===== src/rtl/gpio_debounce_pkg.sv =====
// Shared defaults for the GPIO pad debouncer slice.
// Keeps the board-level default timing in one place for the top and channel modules.
package gpio_debounce_pkg;

  localparam int unsigned DEF_N_CHANNELS   = 4;
  localparam int unsigned DEF_TICK_DIV     = 12000;  // 1 ms at 12 MHz
  localparam int unsigned DEF_STABLE_TICKS = 8;

endpackage


===== src/rtl/gpio_debounce_channel.sv =====
// One debounced channel: stability counter, accepted level and edge strobes.
// Acceptance needs STABLE_TICKS consecutive ticks with s differing from db_out.
module gpio_debounce_channel
  import gpio_debounce_pkg::*;
#(
  parameter int unsigned STABLE_TICKS = DEF_STABLE_TICKS,
  parameter logic        RESET_LEVEL  = 1'b0
) (
  input  logic clk,
  input  logic rst_n,
  input  logic s,
  input  logic tick,
  output logic db_out,
  output logic rise,
  output logic fall
);

  localparam int unsigned CW = (STABLE_TICKS > 1) ? $clog2(STABLE_TICKS) : 1;
  localparam logic [CW-1:0] CTR_LAST = CW'(STABLE_TICKS - 1);

  logic [CW-1:0] ctr;

  // NOTE: sequential state uses non-blocking assignments so every flop samples
  // pre-edge values; blocking here would create order-dependent simulation races.
  always_ff @(posedge clk or negedge rst_n) begin
    if (!rst_n) begin
      ctr    <= '0;
      db_out <= RESET_LEVEL;
      rise   <= 1'b0;
      fall   <= 1'b0;
    end else begin
      rise <= 1'b0;
      fall <= 1'b0;
      if (s == db_out) begin
        // Any return to the accepted level discards progress, tick or not.
        ctr <= '0;
      end else if (tick) begin
        if (ctr == CTR_LAST) begin
          db_out <= s;
          ctr    <= '0;
          rise   <= s;
          fall   <= ~s;
        end else begin
          ctr <= ctr + 1'b1;
        end
      end
    end
  end

endmodule


===== src/rtl/gpio_debounce.sv =====
// Synchronises and debounces N raw pad inputs into clean levels plus press/release strobes.
// Shared prescaler sets the sampling rate; each channel filters independently.
module gpio_debounce
  import gpio_debounce_pkg::*;
#(
  parameter int unsigned                N_CHANNELS   = DEF_N_CHANNELS,
  parameter int unsigned                TICK_DIV     = DEF_TICK_DIV,
  parameter int unsigned                STABLE_TICKS = DEF_STABLE_TICKS,
  parameter logic [N_CHANNELS-1:0]      INVERT       = '0,
  parameter logic [N_CHANNELS-1:0]      RESET_LEVEL  = '0
) (
  input  logic                  clk,
  input  logic                  rst_n,
  input  logic [N_CHANNELS-1:0] pad_in,
  output logic [N_CHANNELS-1:0] db_out,
  output logic [N_CHANNELS-1:0] rise,
  output logic [N_CHANNELS-1:0] fall
);

  localparam int unsigned PW = (TICK_DIV > 1) ? $clog2(TICK_DIV) : 1;

  logic [N_CHANNELS-1:0] sync1;
  logic [N_CHANNELS-1:0] sync2;
  logic [N_CHANNELS-1:0] s;
  logic                  tick;

  // Synchroniser resets to the pre-invert image of RESET_LEVEL so reset exit
  // sees s == db_out and never starts a spurious acceptance.
  always_ff @(posedge clk or negedge rst_n) begin
    if (!rst_n) begin
      sync1 <= RESET_LEVEL ^ INVERT;
      sync2 <= RESET_LEVEL ^ INVERT;
    end else begin
      sync1 <= pad_in;
      sync2 <= sync1;
    end
  end

  assign s = sync2 ^ INVERT;

  generate
    if (TICK_DIV == 1) begin : g_no_div
      assign tick = 1'b1;
    end else begin : g_div
      logic [PW-1:0] count;

      always_ff @(posedge clk or negedge rst_n) begin
        if (!rst_n)    count <= '0;
        else if (tick) count <= '0;
        else           count <= count + 1'b1;
      end

      assign tick = (count == PW'(TICK_DIV - 1));
    end
  endgenerate

  for (genvar i = 0; i < N_CHANNELS; i++) begin : g_ch
    gpio_debounce_channel #(
      .STABLE_TICKS (STABLE_TICKS),
      .RESET_LEVEL  (RESET_LEVEL[i])
    ) u_channel (
      .clk    (clk),
      .rst_n  (rst_n),
      .s      (s[i]),
      .tick   (tick),
      .db_out (db_out[i]),
      .rise   (rise[i]),
      .fall   (fall[i])
    );
  end

endmodule


===== config.mk =====
export PLATFORM = sky130hd
export DESIGN_NAME = gpio_debounce
export DESIGN_NICKNAME = d
export VERILOG_FILES = /design/src/rtl/gpio_debounce_pkg.sv /design/src/rtl/gpio_debounce_channel.sv /design/src/rtl/gpio_debounce.sv
export SDC_FILE = /design/constraint.sdc
export NUM_CORES = 1
export LEC_CHECK = 0
export ABC_CLOCK_PERIOD_IN_PS = 1900
export CAP_MARGIN = 10
export CORE_MARGIN = 3
export CORE_UTILIZATION = 51
export DETAILED_ROUTE_END_ITERATION = 10
export GPL_TIMING_DRIVEN = 0
export HOLD_SLACK_MARGIN = 0.08
export PLACE_DENSITY = 0.75
export SETUP_SLACK_MARGIN = 0.2
export SLEW_MARGIN = 20
export SYNTH_ARGS = -nofsm -noshare
export SYNTH_HDL_FRONTEND = slang
export SYNTH_SLANG_ARGS = --single-unit

===== constraint.sdc =====
create_clock -name clk -period 1.9 [get_ports clk]
set_input_delay 0.38 -clock clk [delete_from_list [all_inputs] [get_ports clk]]
set_output_delay 0.38 -clock clk [all_outputs]
set_load 0.01 [all_outputs]

# After elaboration in Yosys (flattened, before gate mapping)
# Index checks and enable logic that the tools add are counted.
# Widths: inputs -> output; s select.
# classes
bitwise	8
n_eq_ne	9
n_reduce_logical	8
addsub	5
n_mux	37
# op_table
op	count
$mux 3	12
$mux 1	24
$add 14x1->14 const B	1
$eq 14x14->1 const B	1
$mux 14	1
$add 3x1->3 const B	4
$eq 3x3->1 const B	4
$reduce_and 3->1	4
$not 1->1	8
$reduce_bool 2->1	4
$eq 1x1->1	4
# word_totals
in_bits	6
output_inout_bits	12
ff_bits	46
word_cells	86

# Longest topological paths before layout
# depth
word_depth	4
mapped_depth	7
mapped_depth_nobuf	5

# Modules after synthesis
# A second synthesis with hierarchy kept.
# unflattened
cells_unflattened	158
area_unflattened_um2	1956.9
# modules_own_cells
module	area_each_um2	instances	cells_each	seq_area_each_um2
gpio_debounce_channel	261.5	4	20	150.1
gpio_debounce	910.9	1	78	550.5

# Worst setup path before layout
# Ideal clock, no wire load.
# synth_path
kind	flip-flop to flip-flop
startpoint	reg g_div.count[8]
endpoint	reg g_div.count[1]
period_less_slack_ns	1.927
stages_incl_launch_ff	6
n_path_buf	2
setup_ns	0.119
arrival_time_ns	1.808
t_required_ns	1.781
setup_slack_ns	-0.027
cell_sequence	dfrtp_1 -> or4b_4 -> or4_4 -> buf_6 -> buf_6 -> and2_1
# synth_via
elab_chain_len	2
# synth_lines
item	line	text
start: declaration	gpio_debounce.sv:45	logic [PW-1:0] count;
start signal: assignment	gpio_debounce.sv:50	else count <= count + 1'b1;
$eq 14x14->1	gpio_debounce.sv:53	assign tick = (count == PW'(TICK_DIV - 1));
$mux 14	gpio_debounce.sv:49	else if (tick) count <= '0;
# No other way between the ends.
# A chain may end at the register's enable or synchronous reset.

# Final worst setup path
# layout_path
startpoint	reg g_div.count[12]
endpoint	reg g_div.count[10]
# Same word-level chain as after synthesis.

==> impl_metrics.json <==
{
  "power.internal_w": 0.00140,
  "route.detailed.drc": 0,
  "ys_ff_latch": 46,
  "final_max_slew_viol_count": 0,
  "synth.yosys.warnings": 0,
  "timing.final.hold_violations": 0,
  "numPlacedInstances": 245,
  "post_synth_num_cell_types": 30,
  "start_kind": "register",
  "layout-drive-gt1-share": 0.368,
  "grt_start_max_net_pins": 36,
  "power.leakage_nw": 1.38,
  "regToRegEndpoint": "g_div.count[10]$_DFF_PN0_",
  "dominant_combinational_cell_family_by_area_after_synthesis": "simple AND/OR/NAND/NOR gates",
  "netlist_instances": 179,
  "post-synth-top-area-cell": "dfrtp_1",
  "postSynthAreaPerCell_um2": 11.6,
  "ff_latch_area_um2": 1150,
  "netlist_area_um2": 2080,
  "synth_compound_area_frac": 0.0432,
  "area_occupied_by_multi_input_gates_um2": 960,
  "hp-class": "reg -> reg",
  "grt_setup_unrepaired": "true",
  "cellPowerDensity_nw_per_um2": 629,
  "clkLatencyLatePin_ns": 0.30,
  "worst_setup_hold_path_clk_slew_ns": 0.09,
  "grt_antenna_before_repair": 0,
  "skew_ns": 0.0109,
  "grt_pass1_vias": 1539,
  "proportion_of_register_bits_with_asynchronous_set_or_reset_after_synthesis": 1.00,
  "synthMostInstantiatedCell": "dfrtp_1",
  "number_of_synthesized_flops_with_an_enable_pin": 0,
  "critPathRequiredTime_ns": 2.09,
  "p_seq_frac": 0.567,
  "rows": 22,
  "post_synth_most_frequent_cells": "46 x dfrtp_1, 29 x nand2_1, 13 x a21oi_1, 13 x ha_1, 12 x buf_4",
  "endpoint_class_of_the_critical_path": "register",
  "critical_path_class": "reg -> reg",
  "cts_buffers": 5,
  "min_to": "s[3]$_DFF_PN0_",
  "setup_ws_ns": -0.0782,
  "floorplan.initialDensity": 0.549,
  "synth_largest_type_area_fraction": 0.552,
  "layout.cells.non_filler": 271,
  "diodes": 0,
  "count_of_routing_violations_after_the_opening_detailed_route_iteration": 80,
  "layout.nets": 241,
  "crit_path_max_fanout": 6,
  "power.switching_fraction": 0.202,
  "status": "complete, but fails checks",
  "dr.pass1.iters": 4,
  "path_cells": "or4b_4 -> or4_4 -> buf_8 -> buf_8 -> o211ai_2 -> o31ai_1",
  "globalplace.congestion": 0.860,
  "htree_num_levels": 2,
  "global_route_wire_length_before_repair_mm": 7.24,
  "timing.reg2reg.setup_slack_ns": -0.08,
  "synth-xor-area-share": 0.0504,
  "power_frac_clock": 0.408,
  "worst_pin_slew_ns": 0.424,
  "die-height_um": 69.9,
  "io_buffer_count": 17,
  "wirelength_mm": 4.26,
  "max-vdd-ir-drop_uv": 675,
  "post_drt_via_cell_ratio": 5.47,
  "synth_simple_gate_area_share": 0.185,
  "synth.net_count": 198,
  "clock_tree_from_tritoncts": "done",
  "timing.final.crit_share": 1.04,
  "clock_tree.root_cell": "clkbuf_8",
  "areaGrowthSynthToFinish_pct": 33.7,
  "comb_power_share": 0.024,
  "worstPathArrival_ns": 2.17,
  "wl_per_instance_um": 15.7,
  "clockBufferDepth": 2,
  "yosys.area_share.adder": 0.0780,
  "fp.coreArea_um2": 3800,
  "setup-tns-final_ns": -0.872,
  "globalRouteTotalUtil": 0.191,
  "n_fill_cell": 247,
  "place_hpwl_mm": 2.58,
  "worstHoldPathCells": 0,
  "biggest_cell_delay_along_the_critical_path_ns": 0.52,
  "critical-path-slowest-cell": "or4b_4",
  "setup_violations": 18,
  "post_synth_mux_area_share": 0.0312,
  "design.die.area_um2": 4890,
  "drv.max_cap_violation_count": 0,
  "ys_dominant_reg_cell": "dfrtp_1",
  "route.vias.total": 1483,
  "failed_checks": "negative setup slack",
  "critical_path.reg2reg.startpoint": "g_div.count[12]$_DFF_PN0_",
  "worstHoldStart": "sync1[3]$_DFF_PN0_",
  "timing.critical_path.mode_cell": "buf_8",
  "ys_seq_area_frac": 0.552,
  "total_switching_power_w": 0.000355,
  "pin_count": 18,
  "die_w_um": 69.9,
  "final_antenna_net_count": 0,
  "clkSinkCount": 46,
  "gr-total-overflow": 0,
  "finalCriticalPeriod_ns": 1.98,
  "netlist_top_cells_area": "dfrtp_1 55%, ha_1 7.8%, nand2_1 5.2%",
  "worst_slew_margin_rel": 0.714,
  "ff2ff_path_depth": 6,
  "fmax_mhz": 506
}
## power by group through the flow
| stage | Sequential (W) | Clock (W) | Combinational, W |
|---|---|---|---|
| after floorplan | 0.00101 | 0 | 0.00000565 |
| after global placement | 0.00101 | 0 | 0.0000344 |
| after detailed placement | 0.00101 | 0 | 0.0000411 |
| after CTS | 0.000994 | 0.000728 | 0.0000435 |
| after global routing | 0.000995 | 0.000781 | 0.0000486 |
| final | 0.000994 | 0.000715 | 0.0000427 |
## sequential cells by signal (all words and copies together), names as in the netlist
signal and count:
g_ch.u_channel.ctr 12, g_ch.u_channel.db_out 4, g_ch.u_channel.fall 4, g_ch.u_channel.rise 4
g_div.count 14, s 4, sync1 4
## timing repair
action	in CTS	in global routing
pin swaps	11	5
gates cloned	1	0
setup buffers	15	1
hold buffers	1	0
resized for setup	32	21
endpoints found under the hold margin	11	0
endpoints found under the setup margin	38	37
## kinds of logic (layout without fill, tap and decap cells)
logic type / Yosys count / count (layout)
xor+xnor: 12 / 12
flops: 46 / 46
compound gates: 16 / 16
mux: 6 / 6
fa+ha+maj: 13 / 13
simple gates: 69 / 69
buf+inv: 17 / 61
## area by class of cell
cell class                      instances  share of cell area
Timing Repair Buffer                   36               0.131
Sequential cell                        46               0.414
Tap cell                               48              0.0216
Multi-Input combinational cell        116               0.344
Inverter                                2             0.00269
Clock buffer                            7              0.0274
Buffer                                 15              0.0485
Clock inverter                          1              0.0108
## how the worst max path moves through the flow
| stage | from | end | cells past startpoint |
|---|---|---|---|
| global placement | rst_n | s[3]$_DFF_PN0_ | 1 |
| detailed placement | g_div.count[12]$_DFF_PN0_ | g_ch[2].u_channel.db_out$_DFFE_PN0P_ | 4 |
| CTS | g_div.count[5]$_DFF_PN0_ | g_ch[2].u_channel.ctr[0]$_DFFE_PN0P_ | 4 |
| finish | g_div.count[12]$_DFF_PN0_ | g_div.count[10]$_DFF_PN0_ | 6 |
| global route | g_div.count[5]$_DFF_PN0_ | g_ch[2].u_channel.ctr[0]$_DFFE_PN0P_ | 4 |
| floorplan | g_div.count[12]$_DFF_PN0_ | g_div.count[1]$_DFF_PN0_ | 5 |
## through the flow
stage          hold WS [ns]   util  cell area, um2  worst slack, ns  total power, W
3_3_place_gp          0.334  0.610            2320           -0.660         0.00105
5_1_grt               0.367  0.734            2790           -0.120         0.00183
3_5_place_dp          0.287  0.614            2330           -0.211         0.00105
6_report              0.360  0.734            2790          -0.0782         0.00175
2_1_floorplan        0.0844      -            2090          -0.0127         0.00102
4_1_cts               0.362  0.710            2700           -0.120         0.00177
## placed cells by master (no fill, tap or decap), types with 7 or more instances in the layout
master,count
nand2_1,14
a21oi_2,7
nand2_4,8
clkdlybuf4s50_1,13
ha_1,12
buf_4,24
dfrtp_1,45
nand2_2,7
## worst max-delay path, delay by kind of cell, from the launching register on
family,cells,cell delay [ns]
compound gates,2,0.14
simple gates,2,1.01
flops,1,0.39
buf+inv,2,0.31
## layer usage
metal	global-route usage	vias up	routed length, um
met4	0.0745	0	67
met3	0.0547	8	141
met5	0	-	0
li1	-	688	-
met1	0.226	759	1740
met2	0.325	28	2300
Note: power is estimated with default switching activity, not from simulation.
